--- src/rtl/snn_pkg.sv ---
// snn_pkg: packet layout, router ids, opcodes and feeder state shared by the SNN fabric
package snn_pkg;
  localparam int PKT_W   = 33;
  localparam int DEST_HI = 32;
  localparam int DEST_LO = 29;
  localparam int OP_HI   = 28;
  localparam int OP_LO   = 25;
  localparam int DATA_HI = 24;
  localparam int DATA_LO = 0;
  localparam int IMEM_ID = 10;
  localparam logic [3:0] OP_WEIGHTS_DONE     = 4'd0;
  localparam logic [3:0] OP_PPE_INPUT        = 4'd1;
  localparam logic [3:0] OP_PPE_5_REQ_INPUT  = 4'd5;
  localparam logic [3:0] OP_PPE_6_REQ_INPUT  = 4'd6;
  localparam logic [3:0] OP_PPE_7_REQ_INPUT  = 4'd7;
  localparam logic [3:0] OP_PPE_8_REQ_INPUT  = 4'd8;
  localparam logic [3:0] OP_PPE_9_REQ_INPUT  = 4'd9;
  localparam logic [3:0] OP_TIMESTEP_DONE    = 4'd10;
  typedef enum logic [1:0] {IDLE, STREAM, REQ, DONE} feeder_state_t;
endpackage

--- src/rtl/ppe_row_feeder.sv ---
// ppe_row_feeder: buffers one IFMAP row and streams sliding windows to a PE, requesting further rows
module ppe_row_feeder
  import snn_pkg::*;
#(
  parameter int PE_ID       = 5,
  parameter int IMEM_ID     = snn_pkg::IMEM_ID,
  parameter int IFMAP_SIZE  = 25,
  parameter int FILTER_SIZE = 5
) (
  input  logic                   clk,
  input  logic                   rst_n,
  input  logic                   in_valid,
  output logic                   in_ready,
  input  logic [PKT_W-1:0]       in_packet,
  output logic                   win_valid,
  input  logic                   win_ready,
  output logic [FILTER_SIZE-1:0] win_data,
  output logic [4:0]             win_col,
  output logic [2:0]             win_row,
  output logic                   out_valid,
  input  logic                   out_ready,
  output logic [PKT_W-1:0]       out_packet,
  output logic                   ts_done,
  output logic                   bad_pkt
);
  localparam logic [4:0] LAST_COL = 5'(IFMAP_SIZE - FILTER_SIZE);
  localparam logic [2:0] LAST_ROW = 3'(FILTER_SIZE - 1);
  localparam logic [PKT_W-1:0] REQ_PKT = {4'(IMEM_ID), 4'(PE_ID), {(DATA_HI + 1){1'b0}}};
  feeder_state_t r_state;
  logic [IFMAP_SIZE-1:0] r_row_reg;
  logic [4:0] r_col;
  logic [2:0] r_row_cnt;
  logic r_in_ready, r_win_valid, r_out_valid, r_ts_done, r_bad_pkt;
  logic [FILTER_SIZE-1:0] r_win_data;
  logic [4:0] r_win_col;
  logic [2:0] r_win_row;
  logic [PKT_W-1:0] r_out_packet;
  logic [4:0] w_ncol;
  logic w_xfer, w_good, w_win_hs;
  assign w_ncol   = r_col + 5'd1;
  assign w_xfer   = in_valid & r_in_ready;
  assign w_good   = in_packet[DEST_HI:DEST_LO] == 4'(PE_ID) && in_packet[OP_HI:OP_LO] == OP_PPE_INPUT;
  assign w_win_hs = r_win_valid & win_ready;
  always_ff @(posedge clk or negedge rst_n) begin
    if (!rst_n) begin
      r_state      <= IDLE;
      r_row_reg    <= '0;
      r_col        <= '0;
      r_row_cnt    <= '0;
      r_in_ready   <= 1'b0;
      r_win_valid  <= 1'b0;
      r_out_valid  <= 1'b0;
      r_ts_done    <= 1'b0;
      r_bad_pkt    <= 1'b0;
      r_win_data   <= '0;
      r_win_col    <= '0;
      r_win_row    <= '0;
      r_out_packet <= '0;
    end else begin
      r_bad_pkt <= 1'b0;
      r_ts_done <= 1'b0;
      case (r_state)
        IDLE: begin
          r_in_ready <= !(w_xfer && w_good);
          if (w_xfer && w_good) begin
            r_row_reg   <= in_packet[DATA_HI:DATA_LO];
            r_col       <= '0;
            r_state     <= STREAM;
            r_win_valid <= 1'b1;
            r_win_data  <= in_packet[FILTER_SIZE-1:0];
            r_win_col   <= '0;
            r_win_row   <= r_row_cnt;
          end else if (w_xfer) r_bad_pkt <= 1'b1;
        end
        STREAM: begin
          if (w_win_hs && r_col == LAST_COL) begin
            r_win_valid <= 1'b0;
            // row_cnt is cleared on the way into DONE so it never leaves 0..FILTER_SIZE-1
            if (r_row_cnt == LAST_ROW) begin
              r_row_cnt <= '0;
              r_ts_done <= 1'b1;
              r_state   <= DONE;
            end else begin
              r_row_cnt    <= r_row_cnt + 3'd1;
              r_out_valid  <= 1'b1;
              r_out_packet <= REQ_PKT;
              r_state      <= REQ;
            end
          end else if (w_win_hs) begin
            r_col      <= w_ncol;
            r_win_data <= r_row_reg[w_ncol +: FILTER_SIZE];
            r_win_col  <= w_ncol;
          end
        end
        REQ: begin
          if (out_ready) begin
            r_out_valid <= 1'b0;
            r_in_ready  <= 1'b1;
            r_state     <= IDLE;
          end
        end
        DONE: begin
          r_row_cnt  <= '0;
          r_in_ready <= 1'b1;
          r_state    <= IDLE;
        end
        default: r_state <= IDLE;
      endcase
    end
  end
  assign in_ready   = r_in_ready;
  assign win_valid  = r_win_valid;
  assign win_data   = r_win_data;
  assign win_col    = r_win_col;
  assign win_row    = r_win_row;
  assign out_valid  = r_out_valid;
  assign out_packet = r_out_packet;
  assign ts_done    = r_ts_done;
  assign bad_pkt    = r_bad_pkt;
endmodule

--- config.mk ---
export PLATFORM = sky130hd
export DESIGN_NAME = ppe_row_feeder
export DESIGN_NICKNAME = d
export VERILOG_FILES = /design/src/rtl/snn_pkg.sv /design/src/rtl/ppe_row_feeder.sv
export SDC_FILE = /design/constraint.sdc
export NUM_CORES = 1
export LEC_CHECK = 0
export ABC_AREA = 1
export BUFFER_PORTS_ARGS = -buffer_cell sky130_fd_sc_hd__buf_2
export CAP_MARGIN = 20
export CORE_UTILIZATION = 40
export DETAILED_ROUTE_END_ITERATION = 12
export GPL_ROUTABILITY_DRIVEN = 0
export REMOVE_ABC_BUFFERS = 1
export SLEW_MARGIN = 10
export SYNTH_ARGS = -nofsm -noshare
export SYNTH_HDL_FRONTEND = slang
export SYNTH_SLANG_ARGS = --single-unit
--- constraint.sdc ---
create_clock -name clk -period 2.3 [get_ports clk]
set_input_delay 0.46 -clock clk [delete_from_list [all_inputs] [get_ports clk]]
set_output_delay 0.46 -clock clk [all_outputs]
set_load 0.02 [all_outputs]
==> out/summary.txt, run 1 <==
Synth unique cells = 36
Full die area = 8667 um^2
Hold Vio Cnt, Final = 0
Fmax = 499.6 MHz
Synth warn = 0
Mapped Area = 3319 um^2
Final Skew = 0.008189 ns
Fin util = 46.26%
N_diodes = 0
H-tree depth = 2
Number of DRC markers in iteration 0 = 115
Synth-to-Final Area Change = 9.913%
DRC viols = 0
Initial antenna violation count = 0
Startpoint Class = register
Drt pass-1 iters = 5
Primary FF master, synth = dfrtp_1
CP max FO = 27
Port Buf Inserts = 59
RSZ-0062 raised after global routing = false
Hpwl dp = 5545 um
Flops & latches, synth = 49
Kind of critical path = reg2reg
Cell count after synthesis = 424
Gr ovfl total = 0
Fraction of registers with async set/reset = 100.0%
GRT Total Usage = 18.34%
WP data required = 2.52 ns
Die height = 93.10 um
ANT nets after route = 0
Worst reg2reg endpoint = win_data[0]$_DFFE_PN0P_
Final period utilization = 87.03%
Clock Latency Late Sink = 0.31 ns
Share of cells above drive strength 1 = 24.06%
Initial Util = 42.08%
Cells after DPL = 572
FF-to-FF setup slack = 0.30 ns
Clock root buffer = clkbuf_8
Die Wd = 93.10 um
Worst-path clk slew = 0.10 ns
Post-CTS Setup Bufs = 0
Fin. max-slew vios = 0
WL/cell = 12.62 um
Max_cap viols = 0
Largest net degree at the start of global routing = 28
Post-synthesis sequential area ratio = 36.94%
Maximum clock insertion buffer count = 2
Power Dens Cells = 1042 nW/um^2
Worst min path class = in2async
Hold buffer count at cts = 0
Peak VDD IR = 0.3992 mV
Post-synth top area cell = dfrtp_1
Max stage delay on crit path = 0.44 ns
Share of the synthesized area in the top cell type = 36.94%
Worst path most repeated cell = nand2_1
PostCTS Resize Cnt = 0
DR vias/cell = 4.978
Fillers = 820
Top-count cell post-synth = nand2_1
# IOs = 89
Most area-consuming cells after synthesis = dfrtp_1 37%, nand2_1 13%, nand3_1 13%
Hold slack = 0.05738 ns
Critical path arrival = 2.22 ns
Core ar. = 7888 um^2
CTS tree = done
Cell row count = 32
R2R Path Start = win_col[1]$_DFFE_PN0P_
Period minus WS final = 2.002 ns
Top cells by count, synth = 118 x nand2_1, 83 x nand3_1, 49 x dfrtp_1
CTS Buf Count = 5
Vias in the first global route = 2,780
Status = complete, no violations
Vias = 2,887
Mean area per synthesized cell = 7.829 um^2
Max FFs per register = 25
Clock Sinks = 49
Detailed Route WL = 7321 um
R2R depth = 12
Critical Path Sink Type = register
Post-synth EDFFs = 0
Leakage = 1.951 nW
First-pass GRT wire length = 12,720 um
CP cell instances = inv_1, ha_1, inv_2, nand3_1, nand3_1, nand2_1, nand2_1, nand2_1, nand2_1, nand3_1, nand2_1, inv_1
CP max-delay cell = dfrtp_1
Nets = 519
Endpoints failing setup = 0
Post-route insts no fill = 580
[critical path, delay by kind of cell (launching register included)]
| kind | cells | cell delay, ns |
|---|---|---|
| buf+inv | 3 | 0.49 |
| flops | 1 | 0.44 |
| fa+ha+maj | 1 | 0.32 |
| simple gates | 8 | 0.63 |
[cell type report]
type,instances,area (um^2),share of cell area [%]
multi-input combinational,322,1730,47.43
sequential,49,1226,33.61
timing repair buffer,67,355.3,9.739
tap,102,127.6,3.498
inverter,32,121.4,3.326
clock buffer,6,72.57,1.989
clock inverter,2,15.01,0.4115
[logic make-up after synthesis]
| kind of cell | synth area share, % |
|---|---|
| mux | 8.142 |
| flops | 36.94 |
| fa+ha+maj | 1.508 |
| buf+inv | 14.10 |
| xor+xnor | 0.2639 |
| other cells | 0.1130 |
| simple gates | 32.72 |
| compound gates | 6.219 |
[cell usage in the layout, fill, tap and decap left out, types with 2 or more instances in the layout]
cell type | synthesis | final
clkbuf_8 | 0 | 5
dfrtp_1 | 49 | 49
nor2_2 | 2 | 2
nand2_4 | 2 | 2
mux2_4 | 12 | 12
mux2_1 | 8 | 8
nor3_1 | 2 | 2
nand2_1 | 118 | 118
inv_1 | 22 | 22
inv_2 | 9 | 9
o211ai_1 | 4 | 4
o21ai_1 | 6 | 6
nand3_1 | 83 | 83
buf_2 | 7 | 59
o21ai_0 | 9 | 9
a21oi_1 | 10 | 10
nor2_4 | 4 | 4
ha_1 | 4 | 4
conb_1 | 1 | 29
nor2_1 | 9 | 9
o22ai_1 | 4 | 4
nand2_2 | 4 | 4
clkinvlp_4 | 0 | 2
buf_4 | 35 | 8
nor3_2 | 2 | 2
[power breakdown]
group	switching, mW	internal (mW)	total [mW]
Sequential	0.108	0.958	1.07
Clock	0.306	0.215	0.521
Combinational	1.48	0.737	2.22
Total	1.89	1.91	3.80
[worst max-delay path by stage]
stage	cells past startpoint	slack, ns	from	end
final	12	0.30	win_col[1]$_DFFE_PN0P_	win_data[0]$_DFFE_PN0P_
after global routing	12	0.10	win_col[1]$_DFFE_PN0P_	win_data[0]$_DFFE_PN0P_
after global placement	13	0.38	win_col[0]$_DFFE_PN0P_	win_data[0]$_DFFE_PN0P_
after floorplan	12	-0.57	win_col[0]$_DFFE_PN0P_	win_data[4]$_DFFE_PN0P_
after CTS	12	0.32	win_col[1]$_DFFE_PN0P_	win_data[4]$_DFFE_PN0P_
after detailed placement	13	0.34	win_col[0]$_DFFE_PN0P_	win_data[0]$_DFFE_PN0P_
[stage by stage]
stage / power [mW] / setup TNS, ns / setup slack (ns) / instance area, um^2
floorplan: 2.684 / -2.878 / -0.5742 / 3078
global placement: 3.276 / 0 / 0.3830 / 3561
detailed placement: 3.290 / 0 / 0.3426 / 3561
CTS: 3.827 / 0 / 0.3164 / 3649
global route: 4.155 / 0 / 0.1012 / 3649
finish: 3.803 / 0 / 0.2984 / 3649
[layer usage]
| metal | track usage (%) | share of wire, % | vias to the layer above |
|---|---|---|---|
| met5 | 0 | 0 | - |
| met4 | 5.256 | 1.4 | 0 |
| met3 | 3.415 | 5.6 | 12 |
| met2 | 31.99 | 48 | 92 |
| met1 | 23.05 | 45 | 1344 |
| li1 | - | - | 1439 |
(Power assumes the default switching activity.)
==> inputs of run 2 (changes only) <==
Settings changed: RECOVER_POWER set to 25.
==> run 2 against run 1 <==
  * Utilization is 0.11 points lower
  * Sequential power hardly changed
  * Sequential share of layout area is 0.081 points higher
  * Largest cell class unchanged
  * Fmax is 0.43% higher
  * Via count is 0.21% higher
  * Clock power hardly changed
  * Register-to-register slack hardly changed
  * Largest power group unchanged
  * Critical endpoint unchanged
==> out/summary.txt, run 2 (synthesis results as in run 1) <==
Core ar. = 7888 um^2
Max_cap viols = 0
Worst slew pin tran = 1.103 ns
ANT nets after route = 0
Synth-to-Final Area Change = 9.649%
Endpoints failing setup = 0
Critical Path Sink Type = register
Clock Latency Late Sink = 0.31 ns
Largest net degree at the start of global routing = 28
Peak VDD IR = 0.3992 mV
DRC viols = 0
Fin. max-slew vios = 0
Pre-CTS setup slack = 0.3426 ns
Vias in the first global route = 2,780
Most frequent cells in the layout = 118 x nand2_1, 83 x nand3_1, 58 x buf_2
Worst min path class = in2async
CP cell instances = inv_1, ha_1, inv_2, nand3_1, nand3_1, nand2_1, nand2_1, nand2_1, nand2_1, nand3_1, nand2_1, inv_1
Power Dens Cells = 1043 nW/um^2
Max_slew headroom = 26.44%
Post-CTS Setup Bufs = 0
Port Buf Inserts = 59
Setup ws final = 0.3069 ns
Initial Util = 42.08%
R2R Path Start = win_col[1]$_DFFE_PN0P_
Kind of critical path = reg2reg
Gr ovfl total = 0
Fillers = 820
Status = complete, no violations
Worst path most repeated cell = nand2_1
CTS tree = done
Detailed Route WL = 7299 um
Startpoint Class = register
Die Wd = 93.10 um
Leakage = 1.941 nW
RSZ-0062 raised after global routing = false
Clock Sinks = 49
Share of cells above drive strength 1 = 23.43%
Nets = 519
Final period utilization = 86.66%
Commonest non-fill, non-tap cell in the layout = nand2_1
# IOs = 89
FF-to-FF setup slack = 0.31 ns
Cell row count = 32
Hold slack = 0.2553 ns
Fin util = 46.15%
Buf/Inv on CP = 3
Die height = 93.10 um
Number of DRC markers in iteration 0 = 115
H-tree depth = 2
DR vias/cell = 4.988
Maximum clock insertion buffer count = 2
R2R depth = 12
Initial antenna violation count = 0
Period minus WS final = 1.993 ns
Fmax = 501.7 MHz
N_diodes = 0
Full die area = 8667 um^2
Register Area = 1226 um^2
Area of the multi-input gates = 1730 um^2
CP max-delay cell = dfrtp_1
Critical path arrival = 2.21 ns
Hold buffer count at cts = 0
Worst Setup SP = win_col[1]$_DFFE_PN0P_
WL/cell = 12.58 um
PostCTS Resize Cnt = 0
Final Skew = 0.008995 ns
WP data required = 2.52 ns
Hpwl dp = 5545 um
GRT Total Usage = 18.34%
CTS Buf Count = 5
Clock root buffer = clkbuf_8
Hold Vio Cnt, Final = 0
Worst reg2reg endpoint = win_data[0]$_DFFE_PN0P_
Worst path top cell family by delay = simple AND/OR/NAND/NOR gates
Drt pass-1 iters = 4
Vias = 2,893
Worst-path clk slew = 0.10 ns
CP max FO = 27
Max FFs per register = 25
Max stage delay on crit path = 0.44 ns
First-pass GRT wire length = 12,720 um
[run 2: worst max path at each step]
stage                               to  slack, ns  cells after the start
3_3_place_gp   win_data[0]$_DFFE_PN0P_       0.38                     13
4_1_cts        win_data[4]$_DFFE_PN0P_       0.32                     12
5_1_grt        win_data[0]$_DFFE_PN0P_       0.10                     12
3_5_place_dp   win_data[0]$_DFFE_PN0P_       0.34                     13
6_report       win_data[0]$_DFFE_PN0P_       0.31                     12
2_1_floorplan  win_data[4]$_DFFE_PN0P_      -0.57                     12
[run 2: cell type report]
class | instances | share of cell area, %
Multi-Input combinational cell | 322 | 47.54
Sequential cell | 49 | 33.69
Timing Repair Buffer | 67 | 9.522
Tap cell | 102 | 3.506
Inverter | 32 | 3.334
Clock buffer | 6 | 1.994
Clock inverter | 2 | 0.4125
[run 2: report_power, final]
group	internal (mW)	switching [mW]	leakage, nW
sequential	0.958	0.108	0.651
combinational	0.735	1.47	1.25
clock	0.215	0.306	0.0374
total	1.91	1.89	1.94
[run 2: routing by layer]
layer  routed length (um)  GRT usage, %  vias to the layer above
li1                     -             -                     1440
met1                 3251         23.05                     1346
met2                 3528         31.99                       97
met3                  418         3.415                       10
met4                  100         5.256                        0
met5                    0             0                        -
[run 2: metrics by stage]
step / instances / area (um^2) / setup TNS (ns) / total power, mW
after floorplan: 403 / 3078 / -2.878 / 2.684
after global placement: 572 / 3561 / 0 / 3.276
after detailed placement: 572 / 3561 / 0 / 3.290
after CTS: 580 / 3649 / 0 / 3.827
after global routing: 580 / 3640 / 0 / 4.153
final: 580 / 3640 / 0 / 3.796
==> inputs of run 3 (changes only) <==
Settings changed: PLACE_DENSITY set to 0.66, TNS_END_PERCENT set to 30.
Clock period 2.3 ns to 1.8 ns, I/O delays scaled along.
==> run 3 against run 2 <==
  * Utilization up 3.1 points
  * Via count up 2.3%
  * Design area up 6.8%
  * Sequential cell count unchanged
  * Register-to-register slack worse by 0.22 ns
  * Global-route usage down 1.1 points
  * Critical path depth unchanged
  * Sequential power up 28%
  * Critical path type unchanged
  * Non-clock buffer count up 8
  * Largest power group unchanged
==> out/summary.txt, run 3 (synthesis results as in run 1) <==
Psw = 2.591 mW
ANT nets after route = 0
Pre-CTS setup slack = 0.02491 ns
CP max FO = 8
Fin util = 49.29%
First-pass GRT wire length = 12,040 um
Met2 usage = 28.68%
Worst-path clk slew = 0.09 ns
Drt pass-1 iters = 4
Cell row count = 32
Leakage = 2.052 nW
Internal = 3.091 mW
Critical path arrival = 1.97 ns
Synth-to-Final Area Change = 17.11%
Fillers = 801
Critical Path Sink Type = register
Busiest grt layer = met2
Maximum clock insertion buffer count = 2
H-tree depth = 2
Worst min path class = in2reg
# IOs = 89
GRT Total Usage = 17.24%
Register Area = 1227 um^2
Vias = 2,959
Worst hold path cell count = 2
Cells after DPL = 577
Clock Latency Late Sink = 0.31 ns
Nets = 527
DRC viols = 0
R2R depth = 12
RSZ-0062 raised after global routing = true
Hpwl dp = 5249 um
Vias in the first global route = 2,705
Clock power frac = 14.1%
Port Buf Inserts = 59
Final period utilization = 95.24%
Clock root buffer = clkbuf_8
Period minus WS final = 1.714 ns
Post-route cell area = 3887 um^2
Hold Vio Cnt, Final = 0
Final setup TNS = 0 ns
Endpoints failing setup = 0
Startpoint Class = register
Power share of the sequential group = 24.1%
Max_slew headroom = 20.15%
CTS tree = done
DR vias/cell = 5.032
Initial antenna violation count = 0
Initial Util = 42.08%
Gr ovfl total = 0
M3 GR Usage = 4.472%
Gate power share = 61.9%
Net Sw Frac = 45.60%
Area of the multi-input gates = 1792 um^2
CP max-delay cell = dfrtp_1
Final Skew = 0.009157 ns
Max_cap viols = 0
Peak VDD IR = 0.6476 mV
Fmax = 583.3 MHz
Worst slew pin tran = 1.198 ns
WP data required = 2.06 ns
Most frequent cells in the layout = 118 x nand2_1, 82 x nand3_1, 59 x buf_2
WL/cell = 12.55 um
Clock Sinks = 49
Kind of critical path = reg2reg
CP cell instances = buf_6, ha_4, nor2_4, inv_2, nand2_4, clkbuf_16, nand3_1, nand3_1, nand3_1, nand2_1, nand2_1, nand2_1
Core ar. = 7888 um^2
Largest net degree at the start of global routing = 50
Status = complete, no violations
Full die area = 8667 um^2
Power Dens Cells = 1461 nW/um^2
Detailed Route WL = 7379 um
Met1 Usage GRT = 22.27%
Die Wd = 93.10 um
Area after DPL = 3661 um^2
Post-route insts no fill = 588
CTS Buf Count = 5
N_diodes = 0
Number of DRC markers in iteration 0 = 187
Max stage delay on crit path = 0.42 ns
Die height = 93.10 um
Fin. max-slew vios = 0
Commonest non-fill, non-tap cell in the layout = nand2_1
Share of cells above drive strength 1 = 26.34%
Max FFs per register = 25
Setup ws final = 0.08573 ns
[run 3: cell count changes in the layout (fill, tap and decap cells not counted), moves of 2 or more]
cell,previous run,this run
clkbuf_16,0,2
nand2_2,4,1
ha_1,4,2
nand2_4,2,5
ha_4,0,2
clkbuf_1,4,1
clkinvlp_4,2,0
buf_12,0,4
buf_6,0,2
[run 3: final cells by class]
| cell class | instances | share of cell area (%) |
|---|---|---|
| repair buffers | 75 | 13.00 |
| inverters | 32 | 3.186 |
| multi-input cells | 322 | 46.09 |
| clock inverters | 2 | 0.9977 |
| flip-flops and latches | 49 | 31.57 |
| clock buffers | 6 | 1.867 |
| well taps | 102 | 3.283 |
[run 3: power by group through the flow]
stage	combinational (mW)	sequential [mW]	clock [mW]
after detailed placement	3.11	1.37	0
after floorplan	1.90	1.53	0
after CTS	3.12	1.35	0.827
after global placement	3.06	1.37	0
final	3.51	1.37	0.799
after global routing	3.84	1.38	0.890
[run 3: per-layer routing]
layer	up-vias	part of all wire, %
li1	1454	-
met2	92	48
met3	8	6.0
met1	1405	45
met5	-	0
met4	0	1.2
[run 3: worst paths after layout]
path | startpoint | end | slack, ns
max in group asynchronous | rst_n | win_col[2]$_DFFE_PN0P_ | 0.64
worst min register to register | win_data[1]$_DFFE_PN0P_ | win_data[1]$_DFFE_PN0P_ | 0.49
worst min-delay path | in_packet[19] | r_row_reg[19]$_DFFE_PN0P_ | 0.25
min in group asynchronous | rst_n | r_row_reg[19]$_DFFE_PN0P_ | 0.37
worst max-delay path | win_col[0]$_DFFE_PN0P_ | win_data[3]$_DFFE_PN0P_ | 0.09
worst max register to register | win_col[0]$_DFFE_PN0P_ | win_data[3]$_DFFE_PN0P_ | 0.09
[run 3: through the flow]
| step | hold slack [ns] | total power [mW] |
|---|---|---|
| 6_report | 0.2536 | 5.681 |
| 3_3_place_gp | 0.3663 | 4.433 |
| 5_1_grt | 0.2475 | 6.116 |
| 2_1_floorplan | 0.06441 | 3.430 |
| 3_5_place_dp | 0.3682 | 4.475 |
| 4_1_cts | 0.02762 | 5.294 |
[run 3: timing repair]
item / 4_1_cts / 5_1_grt
setup endpoints to repair: 0 / 5
setup buffers: 0 / 1
hold buffers: 0 / 0
resized for setup: 0 / 15
[run 3: worst max-delay path: cells and delay by family (launching register included)]
family                   cells  cell delay [ns]
buffers and inverters        3             0.35
flip-flops                   1             0.42
AND/OR/NAND/NOR              8             0.71
adder cells (fa/ha/maj)      1             0.17
